### src/rtl/axi_iob_slave_pkg.sv
// axi_iob_slave_pkg: shared definitions for the AXI4-to-IOb slave bridge.
//   - AXI burst type and response encodings
//   - bridge FSM state type
//   - ax_err(): flags request attributes the bridge serves but must answer with SLVERR
package axi_iob_slave_pkg;

  localparam logic [1:0] AXI_BURST_FIXED = 2'b00;
  localparam logic [1:0] AXI_BURST_INCR  = 2'b01;
  localparam logic [1:0] AXI_BURST_WRAP  = 2'b10;
  localparam logic [1:0] AXI_BURST_RSVD  = 2'b11;

  localparam logic [1:0] AXI_RESP_OKAY   = 2'b00;
  localparam logic [1:0] AXI_RESP_SLVERR = 2'b10;

  typedef enum logic [2:0] {
    ST_IDLE,
    ST_WDAT,
    ST_WREQ,
    ST_BRESP,
    ST_RREQ,
    ST_RDAT
  } state_t;

  // Reserved burst type (served as INCR) and beats wider than the bus (served
  // at full width) both complete, but report SLVERR.
  function automatic logic ax_err(input logic [2:0] size, input logic [1:0] burst,
                                  input int unsigned size_max);
    return (burst == AXI_BURST_RSVD) || (32'(size) > size_max);
  endfunction

endpackage

### src/rtl/axi_iob_slave_if.sv
// axi_iob_slave_if: AXI4 bus between an external master and axi_iob_slave.
//   AW: awid awaddr awlen awsize awburst awvalid -> / <- awready
//   W : wdata wstrb wlast wvalid               -> / <- wready
//   B : <- bid bresp bvalid                       /  -> bready
//   AR: arid araddr arlen arsize arburst arvalid -> / <- arready
//   R : <- rid rdata rresp rlast rvalid           /  -> rready
// Modports: master (initiator side), slave (responder side).
interface axi_iob_slave_if
  import axi_iob_slave_pkg::*;
#(
  parameter int ADDR_W = 32,
  parameter int DATA_W = 32,
  parameter int ID_W   = 1
);

  logic [ID_W-1:0]     awid;
  logic [ADDR_W-1:0]   awaddr;
  logic [7:0]          awlen;
  logic [2:0]          awsize;
  logic [1:0]          awburst;
  logic                awvalid;
  logic                awready;

  logic [DATA_W-1:0]   wdata;
  logic [DATA_W/8-1:0] wstrb;
  logic                wlast;
  logic                wvalid;
  logic                wready;

  logic [ID_W-1:0]     bid;
  logic [1:0]          bresp;
  logic                bvalid;
  logic                bready;

  logic [ID_W-1:0]     arid;
  logic [ADDR_W-1:0]   araddr;
  logic [7:0]          arlen;
  logic [2:0]          arsize;
  logic [1:0]          arburst;
  logic                arvalid;
  logic                arready;

  logic [ID_W-1:0]     rid;
  logic [DATA_W-1:0]   rdata;
  logic [1:0]          rresp;
  logic                rlast;
  logic                rvalid;
  logic                rready;

  modport master (
    output awid, awaddr, awlen, awsize, awburst, awvalid,
    input  awready,
    output wdata, wstrb, wlast, wvalid,
    input  wready,
    input  bid, bresp, bvalid,
    output bready,
    output arid, araddr, arlen, arsize, arburst, arvalid,
    input  arready,
    input  rid, rdata, rresp, rlast, rvalid,
    output rready
  );

  modport slave (
    input  awid, awaddr, awlen, awsize, awburst, awvalid,
    output awready,
    input  wdata, wstrb, wlast, wvalid,
    output wready,
    output bid, bresp, bvalid,
    input  bready,
    input  arid, araddr, arlen, arsize, arburst, arvalid,
    output arready,
    output rid, rdata, rresp, rlast, rvalid,
    input  rready
  );

endinterface

### src/rtl/axi_iob_slave_burst_addr.sv
// axi_burst_addr: combinational AXI next-beat address.
//   addr      in  current beat byte address
//   size      in  log2(bytes per beat)
//   len       in  beats - 1
//   burst     in  FIXED / INCR / WRAP (reserved handled as INCR)
//   next_addr out address of the following beat, modulo 2^ADDR_W
module axi_burst_addr
  import axi_iob_slave_pkg::*;
#(
  parameter int ADDR_W = 32
) (
  input  logic [ADDR_W-1:0] addr,
  input  logic [2:0]        size,
  input  logic [7:0]        len,
  input  logic [1:0]        burst,
  output logic [ADDR_W-1:0] next_addr
);

  logic [ADDR_W-1:0] incr_addr;
  logic [ADDR_W-1:0] wrap_mask;

  always_comb begin
    incr_addr = addr + (ADDR_W'(1) << size);
    // Wrap window is (len+1)<<size bytes, aligned to its own size: keep the
    // window base from addr and take the offset from the incremented address.
    wrap_mask = ((ADDR_W'(len) + ADDR_W'(1)) << size) - ADDR_W'(1);
    case (burst)
      AXI_BURST_FIXED: next_addr = addr;
      AXI_BURST_WRAP:  next_addr = (addr & ~wrap_mask) | (incr_addr & wrap_mask);
      default:         next_addr = incr_addr;
    endcase
  end

endmodule

### src/rtl/axi_iob_slave.sv
// axi_iob_slave: AXI4 responder that replays every accepted beat as one IOb
// native request. One outstanding transaction; AW/AR collisions alternate,
// write first after reset.
//   clk, rst_n     clock, asynchronous active-low reset
//   s_axi          AXI4 slave modport (AW/W/B/AR/R channels)
//   iob_valid      out native request valid, held until iob_ready
//   iob_addr       out beat address, low log2(DATA_W/8) bits forced to 0
//   iob_wdata      out write data
//   iob_wstrb      out byte enables, all-zero for reads
//   iob_rdata      in  read data, sampled with iob_ready
//   iob_ready      in  request complete (may coincide with iob_valid)
module axi_iob_slave
  import axi_iob_slave_pkg::*;
#(
  parameter int ADDR_W = 32,
  parameter int DATA_W = 32,
  parameter int ID_W   = 1
) (
  input  logic                clk,
  input  logic                rst_n,
  axi_iob_slave_if.slave      s_axi,
  output logic                iob_valid,
  output logic [ADDR_W-1:0]   iob_addr,
  output logic [DATA_W-1:0]   iob_wdata,
  output logic [DATA_W/8-1:0] iob_wstrb,
  input  logic [DATA_W-1:0]   iob_rdata,
  input  logic                iob_ready
);

  localparam int unsigned SIZE_MAX = $clog2(DATA_W / 8);

  state_t              state, state_nxt;
  logic                rd_prio;     // 1: a read wins the next AW/AR collision
  logic [ID_W-1:0]     id_q;
  logic [ADDR_W-1:0]   addr_q;
  logic [ADDR_W-1:0]   addr_nxt;
  logic [7:0]          len_q;
  logic [7:0]          cnt_q;
  logic [2:0]          size_q;
  logic [1:0]          burst_q;
  logic                err_q;
  logic [DATA_W-1:0]   wdata_q;
  logic [DATA_W/8-1:0] wstrb_q;
  logic [DATA_W-1:0]   rdata_q;

  logic sel_w;
  logic aw_rdy, ar_rdy, w_rdy, b_vld, r_vld, iob_vld;
  logic last_beat;
  logic iob_hs;

  assign last_beat = (cnt_q == len_q);
  assign iob_hs    = iob_vld && iob_ready;

  axi_burst_addr #(
    .ADDR_W(ADDR_W)
  ) u_burst_addr (
    .addr      (addr_q),
    .size      (size_q),
    .len       (len_q),
    .burst     (burst_q),
    .next_addr (addr_nxt)
  );

  always_comb begin
    state_nxt = state;
    aw_rdy    = 1'b0;
    ar_rdy    = 1'b0;
    w_rdy     = 1'b0;
    b_vld     = 1'b0;
    r_vld     = 1'b0;
    iob_vld   = 1'b0;
    sel_w     = s_axi.awvalid && (!s_axi.arvalid || !rd_prio);
    case (state)
      ST_IDLE: begin
        aw_rdy = sel_w;
        ar_rdy = s_axi.arvalid && !sel_w;
        if (aw_rdy)      state_nxt = ST_WDAT;
        else if (ar_rdy) state_nxt = ST_RREQ;
      end
      ST_WDAT: begin
        w_rdy = 1'b1;
        if (s_axi.wvalid) state_nxt = ST_WREQ;
      end
      ST_WREQ: begin
        iob_vld = 1'b1;
        if (iob_ready) state_nxt = last_beat ? ST_BRESP : ST_WDAT;
      end
      ST_BRESP: begin
        b_vld = 1'b1;
        if (s_axi.bready) state_nxt = ST_IDLE;
      end
      ST_RREQ: begin
        iob_vld = 1'b1;
        if (iob_ready) state_nxt = ST_RDAT;
      end
      ST_RDAT: begin
        r_vld = 1'b1;
        if (s_axi.rready) state_nxt = last_beat ? ST_IDLE : ST_RREQ;
      end
      default: state_nxt = ST_IDLE;
    endcase
  end

  always_ff @(posedge clk or negedge rst_n) begin
    if (!rst_n) begin
      state   <= ST_IDLE;
      rd_prio <= 1'b0;
      id_q    <= '0;
      addr_q  <= '0;
      len_q   <= '0;
      cnt_q   <= '0;
      size_q  <= '0;
      burst_q <= '0;
      err_q   <= 1'b0;
      wdata_q <= '0;
      wstrb_q <= '0;
      rdata_q <= '0;
    end else begin
      state <= state_nxt;
      if (aw_rdy) begin
        id_q    <= s_axi.awid;
        addr_q  <= s_axi.awaddr;
        len_q   <= s_axi.awlen;
        size_q  <= s_axi.awsize;
        burst_q <= s_axi.awburst;
        err_q   <= ax_err(s_axi.awsize, s_axi.awburst, SIZE_MAX);
      end else if (ar_rdy) begin
        id_q    <= s_axi.arid;
        addr_q  <= s_axi.araddr;
        len_q   <= s_axi.arlen;
        size_q  <= s_axi.arsize;
        burst_q <= s_axi.arburst;
        err_q   <= ax_err(s_axi.arsize, s_axi.arburst, SIZE_MAX);
      end
      if (aw_rdy || ar_rdy) begin
        rd_prio <= aw_rdy;
        cnt_q   <= '0;
      end
      // Beat count follows awlen; a misplaced wlast only poisons the response.
      if (w_rdy && s_axi.wvalid) begin
        wdata_q <= s_axi.wdata;
        wstrb_q <= s_axi.wstrb;
        if (s_axi.wlast != last_beat) err_q <= 1'b1;
      end
      if (iob_hs) begin
        addr_q <= addr_nxt;
        if (state == ST_RREQ) rdata_q <= iob_rdata;
      end
      if ((iob_hs && state == ST_WREQ) || (r_vld && s_axi.rready)) cnt_q <= cnt_q + 8'd1;
    end
  end

  assign s_axi.awready = aw_rdy;
  assign s_axi.arready = ar_rdy;
  assign s_axi.wready  = w_rdy;
  assign s_axi.bvalid  = b_vld;
  assign s_axi.bid     = id_q;
  assign s_axi.bresp   = (b_vld && err_q) ? AXI_RESP_SLVERR : AXI_RESP_OKAY;
  assign s_axi.rvalid  = r_vld;
  assign s_axi.rid     = id_q;
  assign s_axi.rdata   = rdata_q;
  assign s_axi.rresp   = (r_vld && err_q) ? AXI_RESP_SLVERR : AXI_RESP_OKAY;
  assign s_axi.rlast   = r_vld && last_beat;

  assign iob_valid = iob_vld;
  assign iob_addr  = addr_q & ~ADDR_W'(DATA_W / 8 - 1);
  assign iob_wdata = wdata_q;
  assign iob_wstrb = (state == ST_WREQ) ? wstrb_q : '0;

endmodule
### src/flat_wrapper.sv
// flat-port wrapper written by rule: the top's interface ports become plain ports
module axi_iob_slave_flat import axi_iob_slave_pkg::*;
#(
  parameter int ADDR_W = 32,
  parameter int DATA_W = 32,
  parameter int ID_W   = 1
)
  (clk, rst_n, iob_valid, iob_addr, iob_wdata, iob_wstrb, iob_rdata, iob_ready, s_axi_awid, s_axi_awaddr, s_axi_awlen, s_axi_awsize, s_axi_awburst, s_axi_awvalid, s_axi_awready, s_axi_wdata, s_axi_wstrb, s_axi_wlast, s_axi_wvalid, s_axi_wready, s_axi_bid, s_axi_bresp, s_axi_bvalid, s_axi_bready, s_axi_arid, s_axi_araddr, s_axi_arlen, s_axi_arsize, s_axi_arburst, s_axi_arvalid, s_axi_arready, s_axi_rid, s_axi_rdata, s_axi_rresp, s_axi_rlast, s_axi_rvalid, s_axi_rready);
  axi_iob_slave_if #(.ADDR_W(ADDR_W), .DATA_W(DATA_W), .ID_W(ID_W)) s_axi_i ();
  input  logic clk;
  input  logic rst_n;
  output logic iob_valid;
  output logic [ADDR_W-1:0] iob_addr;
  output logic [DATA_W-1:0] iob_wdata;
  output logic [DATA_W/8-1:0] iob_wstrb;
  input  logic [DATA_W-1:0] iob_rdata;
  input  logic iob_ready;
  input wire logic [$bits(s_axi_i.awid)-1:0] s_axi_awid;
  input wire logic [$bits(s_axi_i.awaddr)-1:0] s_axi_awaddr;
  input wire logic [$bits(s_axi_i.awlen)-1:0] s_axi_awlen;
  input wire logic [$bits(s_axi_i.awsize)-1:0] s_axi_awsize;
  input wire logic [$bits(s_axi_i.awburst)-1:0] s_axi_awburst;
  input wire logic [$bits(s_axi_i.awvalid)-1:0] s_axi_awvalid;
  output wire logic [$bits(s_axi_i.awready)-1:0] s_axi_awready;
  input wire logic [$bits(s_axi_i.wdata)-1:0] s_axi_wdata;
  input wire logic [$bits(s_axi_i.wstrb)-1:0] s_axi_wstrb;
  input wire logic [$bits(s_axi_i.wlast)-1:0] s_axi_wlast;
  input wire logic [$bits(s_axi_i.wvalid)-1:0] s_axi_wvalid;
  output wire logic [$bits(s_axi_i.wready)-1:0] s_axi_wready;
  output wire logic [$bits(s_axi_i.bid)-1:0] s_axi_bid;
  output wire logic [$bits(s_axi_i.bresp)-1:0] s_axi_bresp;
  output wire logic [$bits(s_axi_i.bvalid)-1:0] s_axi_bvalid;
  input wire logic [$bits(s_axi_i.bready)-1:0] s_axi_bready;
  input wire logic [$bits(s_axi_i.arid)-1:0] s_axi_arid;
  input wire logic [$bits(s_axi_i.araddr)-1:0] s_axi_araddr;
  input wire logic [$bits(s_axi_i.arlen)-1:0] s_axi_arlen;
  input wire logic [$bits(s_axi_i.arsize)-1:0] s_axi_arsize;
  input wire logic [$bits(s_axi_i.arburst)-1:0] s_axi_arburst;
  input wire logic [$bits(s_axi_i.arvalid)-1:0] s_axi_arvalid;
  output wire logic [$bits(s_axi_i.arready)-1:0] s_axi_arready;
  output wire logic [$bits(s_axi_i.rid)-1:0] s_axi_rid;
  output wire logic [$bits(s_axi_i.rdata)-1:0] s_axi_rdata;
  output wire logic [$bits(s_axi_i.rresp)-1:0] s_axi_rresp;
  output wire logic [$bits(s_axi_i.rlast)-1:0] s_axi_rlast;
  output wire logic [$bits(s_axi_i.rvalid)-1:0] s_axi_rvalid;
  input wire logic [$bits(s_axi_i.rready)-1:0] s_axi_rready;
  assign s_axi_i.awid = s_axi_awid;
  assign s_axi_i.awaddr = s_axi_awaddr;
  assign s_axi_i.awlen = s_axi_awlen;
  assign s_axi_i.awsize = s_axi_awsize;
  assign s_axi_i.awburst = s_axi_awburst;
  assign s_axi_i.awvalid = s_axi_awvalid;
  assign s_axi_awready = s_axi_i.awready;
  assign s_axi_i.wdata = s_axi_wdata;
  assign s_axi_i.wstrb = s_axi_wstrb;
  assign s_axi_i.wlast = s_axi_wlast;
  assign s_axi_i.wvalid = s_axi_wvalid;
  assign s_axi_wready = s_axi_i.wready;
  assign s_axi_bid = s_axi_i.bid;
  assign s_axi_bresp = s_axi_i.bresp;
  assign s_axi_bvalid = s_axi_i.bvalid;
  assign s_axi_i.bready = s_axi_bready;
  assign s_axi_i.arid = s_axi_arid;
  assign s_axi_i.araddr = s_axi_araddr;
  assign s_axi_i.arlen = s_axi_arlen;
  assign s_axi_i.arsize = s_axi_arsize;
  assign s_axi_i.arburst = s_axi_arburst;
  assign s_axi_i.arvalid = s_axi_arvalid;
  assign s_axi_arready = s_axi_i.arready;
  assign s_axi_rid = s_axi_i.rid;
  assign s_axi_rdata = s_axi_i.rdata;
  assign s_axi_rresp = s_axi_i.rresp;
  assign s_axi_rlast = s_axi_i.rlast;
  assign s_axi_rvalid = s_axi_i.rvalid;
  assign s_axi_i.rready = s_axi_rready;
  axi_iob_slave #(.ADDR_W(ADDR_W), .DATA_W(DATA_W), .ID_W(ID_W)) u_core (.clk(clk), .rst_n(rst_n), .s_axi(s_axi_i), .iob_valid(iob_valid), .iob_addr(iob_addr), .iob_wdata(iob_wdata), .iob_wstrb(iob_wstrb), .iob_rdata(iob_rdata), .iob_ready(iob_ready));
endmodule
### config.mk
export PLATFORM = sky130hd
export DESIGN_NAME = axi_iob_slave_flat
export DESIGN_NICKNAME = d
export VERILOG_FILES = /design/src/rtl/axi_iob_slave_pkg.sv /design/src/rtl/axi_iob_slave_if.sv /design/src/rtl/axi_iob_slave_burst_addr.sv /design/src/rtl/axi_iob_slave.sv /design/src/flat_wrapper.sv
export SDC_FILE = /design/constraint.sdc
export NUM_CORES = 1
export LEC_CHECK = 0
export BUFFER_PORTS_ARGS = -buffer_cell sky130_fd_sc_hd__buf_2
export CAP_MARGIN = 5
export CORE_AREA = 8 8 184 204
export DETAILED_ROUTE_END_ITERATION = 8
export DIE_AREA = 0 0 192 212
export GPL_ROUTABILITY_DRIVEN = 0
export PLACE_DENSITY = 0.46
export SETUP_SLACK_MARGIN = 0.05
export SLEW_MARGIN = 30
export SYNTH_ARGS = -nofsm -noshare
export SYNTH_HDL_FRONTEND = slang
export SYNTH_HIERARCHICAL = 1
export SYNTH_SLANG_ARGS = --single-unit
### constraint.sdc
create_clock -name clk -period 5.2 [get_ports clk]
set_input_delay 0.78 -clock clk [delete_from_list [all_inputs] [get_ports clk]]
set_output_delay 0.78 -clock clk [all_outputs]
set_load 0.005 [all_outputs]
== Word-level counts from Yosys, hierarchy flattened ==
Index checks and enable logic that the tools add are counted.
Storage, ports and cells
  word-level logic and storage cells: 104
  register bits: 127
  output and inout port bits: 113
  input port bits: 169
Cells by class
  reduce and logical (&&, ||, !) cells: 26
  shift-type cells: 2
  bitwise operators: 4
  $lt $le $gt $ge: 2
  add/subtract/negate cells: 4
  equality and inequality tests: 17
  multiplexer cells: 37
Operators by type and width (count)
  two-way mux 32 bit: 3
  bitwise AND 32 bit: 2
  one-hot mux 32 bit (2 select lines): 1
  adder 32 bit: 1
  two-way mux 8 bit: 4
  inverter 32 bit: 1
  OR 32 bit: 1
  << shifter 1 x 3 -> 32 bit (first input constant): 1
  << shifter 9 x 3 -> 32 bit: 1
  subtractor 32 x 1 -> 32 bit (second input constant): 1
  two-way mux 3 bit: 10
  one-hot mux 3 bit (6 select lines): 1
  two-way mux 1 bit: 12
  != test 2 bit (second input constant): 6
  two-way mux 2 bit: 5
  adder 8 x 1 -> 9 bit (second input constant): 1
  logical AND 1 bit: 9
  adder 8 x 1 -> 8 bit (second input constant): 1
  == test 8 bit: 1
  == test 2 bit (second input constant): 3
  == test 3 x 2 -> 1 bit (second input constant): 2
  == test 3 bit (second input constant): 2
  greater-than comparator 3 x 2 -> 1 bit (second input constant): 2
  AND reduction 6 bit: 1
  other kinds (12): 20

== Depth between registers and ports, before layout ==
  depth after elaboration: 10
  mapped depth: 19
  depth with buffers taken out: 16

== Modules after synthesis ==
Netlist, hierarchy kept.
Modules (own cells, without submodules)
  axi_iob_slave: times used 1, cells an instance 532, seq. area each 3178.0 µm², area an instance 6109.6 µm²
  axi_burst_addr: times used 1, cells an instance 348, seq. area each 0.0 µm², area an instance 2287.2 µm²

== Least setup slack after synthesis ==
OpenSTA, ideal clock, no wires.
  path type: register to register
  from: reg u_core.size_q[1]
  to: reg u_core.addr_q[12]
  library setup time: 104 ps
  stages on the path, launching flop included: 19
  clock period less this slack: 3509 ps
  data required time: 5096 ps
  setup slack: 1691 ps
  arrival time: 3405 ps
  buffers on the path: 2
  path through: dfrtp_1 > buf_2 > or2_2 > clkbuf_1 > nor2_1 > ha_1 > inv_1 > fa_1 > nor2b_1 > o21ai_0 > a21boi_0 > o21ai_0 > nand2b_1 > a31oi_1 > or4b_2 > o211a_1 > o311ai_1 > nor2_1 > a221oi_1
On the way
  cells in the longest elaborated chain, start to end: 7
  elaborated cells between the ends (all ways): 10
  classes of those cells: add/sub: 2; shift: 2; mux: 2; bitwise: 4
RTL lines
  start, declared: RTL line axi_iob_slave.sv:39  | logic [2:0] size_q;
  start signal, assigned: RTL line axi_iob_slave.sv:124  | size_q <= s_axi.awsize;
  start signal, assigned: RTL line axi_iob_slave.sv:131  | size_q <= s_axi.arsize;
  << shifter 9 x 3 -> 32 bit: RTL line axi_iob_slave_burst_addr.sv:26  | wrap_mask = ((ADDR_W'(len) + ADDR_W'(1)) << size) - ADDR_W'(1);
  subtractor 32 x 1 -> 32 bit: RTL line axi_iob_slave_burst_addr.sv:26
  inverter 32 bit: RTL line axi_iob_slave_burst_addr.sv:29  | AXI_BURST_WRAP: next_addr = (addr & ~wrap_mask) | (incr_addr & wrap_mask);
  bitwise AND 32 bit: RTL line axi_iob_slave_burst_addr.sv:29
  OR 32 bit: RTL line axi_iob_slave_burst_addr.sv:29
  one-hot mux 32 bit (2 select lines) (*): RTL line axi_iob_slave_burst_addr.sv:27  | case (burst)
  via u_core.addr_nxt[12]: RTL line axi_iob_slave.sv:36  | logic [ADDR_W-1:0] addr_nxt;
  two-way mux 32 bit (*): RTL line axi_iob_slave.sv:145  | if (iob_hs) begin
  end signal, assigned: RTL line axi_iob_slave.sv:122  | addr_q <= s_axi.awaddr;
  end signal, assigned: RTL line axi_iob_slave.sv:129  | addr_q <= s_axi.araddr;
  end signal, assigned: RTL line axi_iob_slave.sv:146  | addr_q <= addr_nxt;
  end, declared: RTL line axi_iob_slave.sv:35  | logic [ADDR_W-1:0] addr_q;
The timed path passes the listed nets; every way through them passes the cells marked *.
A chain may end at the register's enable or synchronous reset.

== Final worst setup path ==
  from: reg u_core.size_q[1]
  to: reg u_core.addr_q[20]
Same word-level chain as after synthesis.

==> results.md <==
- Status: finished, final reports clean
- CTS Buffer Depth: 2
- Drt via density: 4.705
- Sequential area share after synthesis: 37.85%
- First-pass GRT wire length: 45.24 mm
- Filler cell count: 3714
- Drt drc: 0
- Combinational share of power: 51.7%
- Final wirelength: 28.56 mm
- MaxCap Viol Count: 0
- HPWL after DPL: 21.62 mm
- DR WL met3: 2.736 mm
- Cell area after synthesis: 0.008397 mm2
- Sw Ratio: 43.43%
- Clock Power Share: 18.2%
- Top post-synthesis cells by area: dfrtp_1 (38%), mux2_2 (9.8%), mux2i_1 (5.8%), buf_4 (3.7%), a221oi_1 (3.7%)
- Critical path fanouts, max: 27
- DR top layer: met5
- Crit path largest cell delay: 0.68 ns
- Worst rel slew slack: 38.58%
- Worst path slowest cell: dfrtp_1
- Sink Count: 127
- Cell variety after synth: 85
- Die H: 212 um
- Final ANT Viol Nets: 0
- Total gr overflow: 0
- Flop pwr share: 30.1%
- Mapped Avg Cell Area: 9.542 um2
- Max-slew violation count: 0
- Post-synthesis async set-or-reset flop share: 100.0%
- Final non-filler cell total: 1562
- Placed cells: 1528
- Net Switching: 0.002881 W
- M1 WL: 11.84 mm
- Worst-margin pin slew: 0.9094 ns
- Worst-skew pair later-pin latency: 0.42 ns
- Setup WS post-layout: 1.117 ns
- Area leader, netlist: dfrtp_1
- EDFF count, synth: 0
- Number of global-route vias before repair: 7954
- CTS resizes: 0
- Setup Viol. Count Final: 0
- Setup TNS: 0 ns
- Layout Nets: 1287
- Largest net degree at the start of global routing: 51
- H-tree levels: 4
- Final hold slack: 0.3248 ns
- Crit-path cells: or2_2, nor2_1, ha_1, inv_1, fa_1, nor2b_1, o21ai_0, a21boi_0, o21ai_0, nand2b_1, a31oi_1, nand2b_1, nor3b_1, xor2_1, nor2_1, a221oi_1
- F_max: 244.9 MHz
- Fin util: 30.79%
- First-pass detailed-route iteration total: 4
- Reg clk slew, reported paths: 0.06 ns
- Seq cells post-synth: 127
- Starting Density: 24.40%
- Buf+Inv Stages, Crit Path: 1
- Post-CTS Setup Inserts: 0
- Clock Skew: 0.01441 ns
- Critical setup path kind: reg -> reg
- Core region area: 0.03441 mm2
- Kind of cell adding the most delay to the critical path: simple AND/OR/NAND/NOR gates
- Leakage: 5.202 nW
- Clock Root Buffer: clkbuf_16
- Dpl ws: 1.094 ns
- Initial DRC count: 275
- Crit share post-route: 78.53%
- Synth Flop Type: dfrtp_1
- Final hold violations: 0
- VDD IR max: 230.8 uV
- Min Tclk post-route: 4.083 ns
- Via count: 7349
- Hold Crit Class: in -> async
- Data arrival, critical path: 4.39 ns
- Internal Power: 0.003752 W
- Die X: 192 um
- CP Capture Type: flip-flop
- Cell Pwr Density: 626.1 mW/mm2
- Layout cell share with drive strength beyond 1: 38.05%
- Worst Setup Start Kind: flip-flop
- CTS buffer count: 17
- CP Data Required Time: 5.51 ns
- YS warnings: 6
- Die area: 0.04070 mm2
- I/O pin count: 282
- Area delta synth->final: 26.18%
- Std-Cell Rows: 72
- Met2 Wirelength: 13.65 mm
- Top cell type's share of synthesized area: 37.85%
- I/O Buffers: 277
- Initial antenna violation count: 4
- # hold bufs at CTS: 0
- Gr usage total: 14.17%
- TritonCTS clock tree: done
- DR WL/cell: 18.28 um
- Mapped Cells: 880
- RSZ-0062 raised after global routing: no
[path summary, 6_finish.rpt]
kind	start	to	slack, ns	cells after the start
setup / recovery	u_core/size_q[1]	u_core/addr_q[20]	1.12	16
hold / removal	rst_n	u_core/cnt_q[7]	0.32	1
setup reg to reg	u_core/size_q[1]	u_core/addr_q[20]	1.12	16
hold reg to reg	u_core/cnt_q[7]	u_core/cnt_q[7]	0.50	1
max in group asynchronous	rst_n	u_core/iob_wdata[18]	3.90	2
min in group clk	u_core/cnt_q[7]	u_core/cnt_q[7]	0.50	1
[cells by family after synthesis]
family / Yosys count / synth area share, %
compound gates: 181 / 15.57
flops: 127 / 37.85
other cells: 1 / 0.04466
fa+ha+maj: 13 / 2.026
simple gates: 252 / 15.59
mux: 122 / 15.63
buf+inv: 138 / 8.493
xor+xnor: 46 / 4.798
[state kept, by name (all words and copies together), names as in the netlist]
name,cells
u_core/addr_q,32
u_core/burst_q,2
u_core/cnt_q,8
u_core/err_q,1
u_core/iob_wdata,32
u_core/len_q,8
u_core/rd_prio,1
u_core/s_axi.bid,1
u_core/s_axi.rdata,32
u_core/size_q,3
u_core/state,3
u_core/wstrb_q,4
[power by group through the flow]
stage | clock (W) | combinational [W] | sequential, W
after floorplan | 0 | 0.00258 | 0.00182
after global placement | 0 | 0.00341 | 0.00201
after detailed placement | 0 | 0.00343 | 0.00202
after CTS | 0.00125 | 0.00344 | 0.00201
after global routing | 0.00129 | 0.00388 | 0.00210
final | 0.00120 | 0.00343 | 0.00200
[cell type report]
cell class | count | area, um2 | share of cell area (%)
antenna | 1 | 2.502 | 0.02362
clock buffer | 17 | 425.4 | 4.015
clock inverter | 14 | 158.9 | 1.500
inverter | 51 | 191.4 | 1.807
multi-input combinational | 618 | 4561 | 43.04
sequential | 127 | 3178 | 30.00
tap | 444 | 555.5 | 5.243
timing repair buffer | 290 | 1523 | 14.37
[per-stage QoR]
step | total power (W) | instance area [um2]
CTS | 0.006701 | 10530
floorplan | 0.004398 | 8408
global route | 0.007263 | 10600
finish | 0.006633 | 10600
detailed placement | 0.005450 | 9948
global placement | 0.005420 | 9948
[synthesized netlist by cell type, types with 10 or more instances]
cell type and n:
clkbuf_1 23, a221oi_1 35, o21ai_1 20, buf_2 21, o21ai_0 17, and3_1 15, nor2_1 70, nand2b_1 10
mux2i_1 49, nand2_1 61, dfrtp_1 127, inv_1 49, nand3_1 14, xnor2_1 15, ha_1 12, a21o_1 10
mux2_2 73, a21oi_1 30, xor2_1 31, buf_4 41, nor3_1 19
[placed cells by master, fill, tap and decap left out, types with 17 or more instances in the layout]
cell,count
o21ai_1,19
buf_2,276
o21ai_0,17
a21oi_1,30
a221oi_1,35
xor2_1,31
clkbuf_16,17
dfrtp_1,127
inv_1,49
nand2_1,61
nor3_1,19
mux2_2,73
mux2i_1,49
nor2_1,68
[metal layers]
layer  global-route usage (%)  up-vias
li1                         -     3593
met1                    16.60     3499
met2                    23.66      231
met3                    5.988       20
met4                    3.426        6
met5                        0        -
Note: power is estimated with default switching activity, not from simulation.
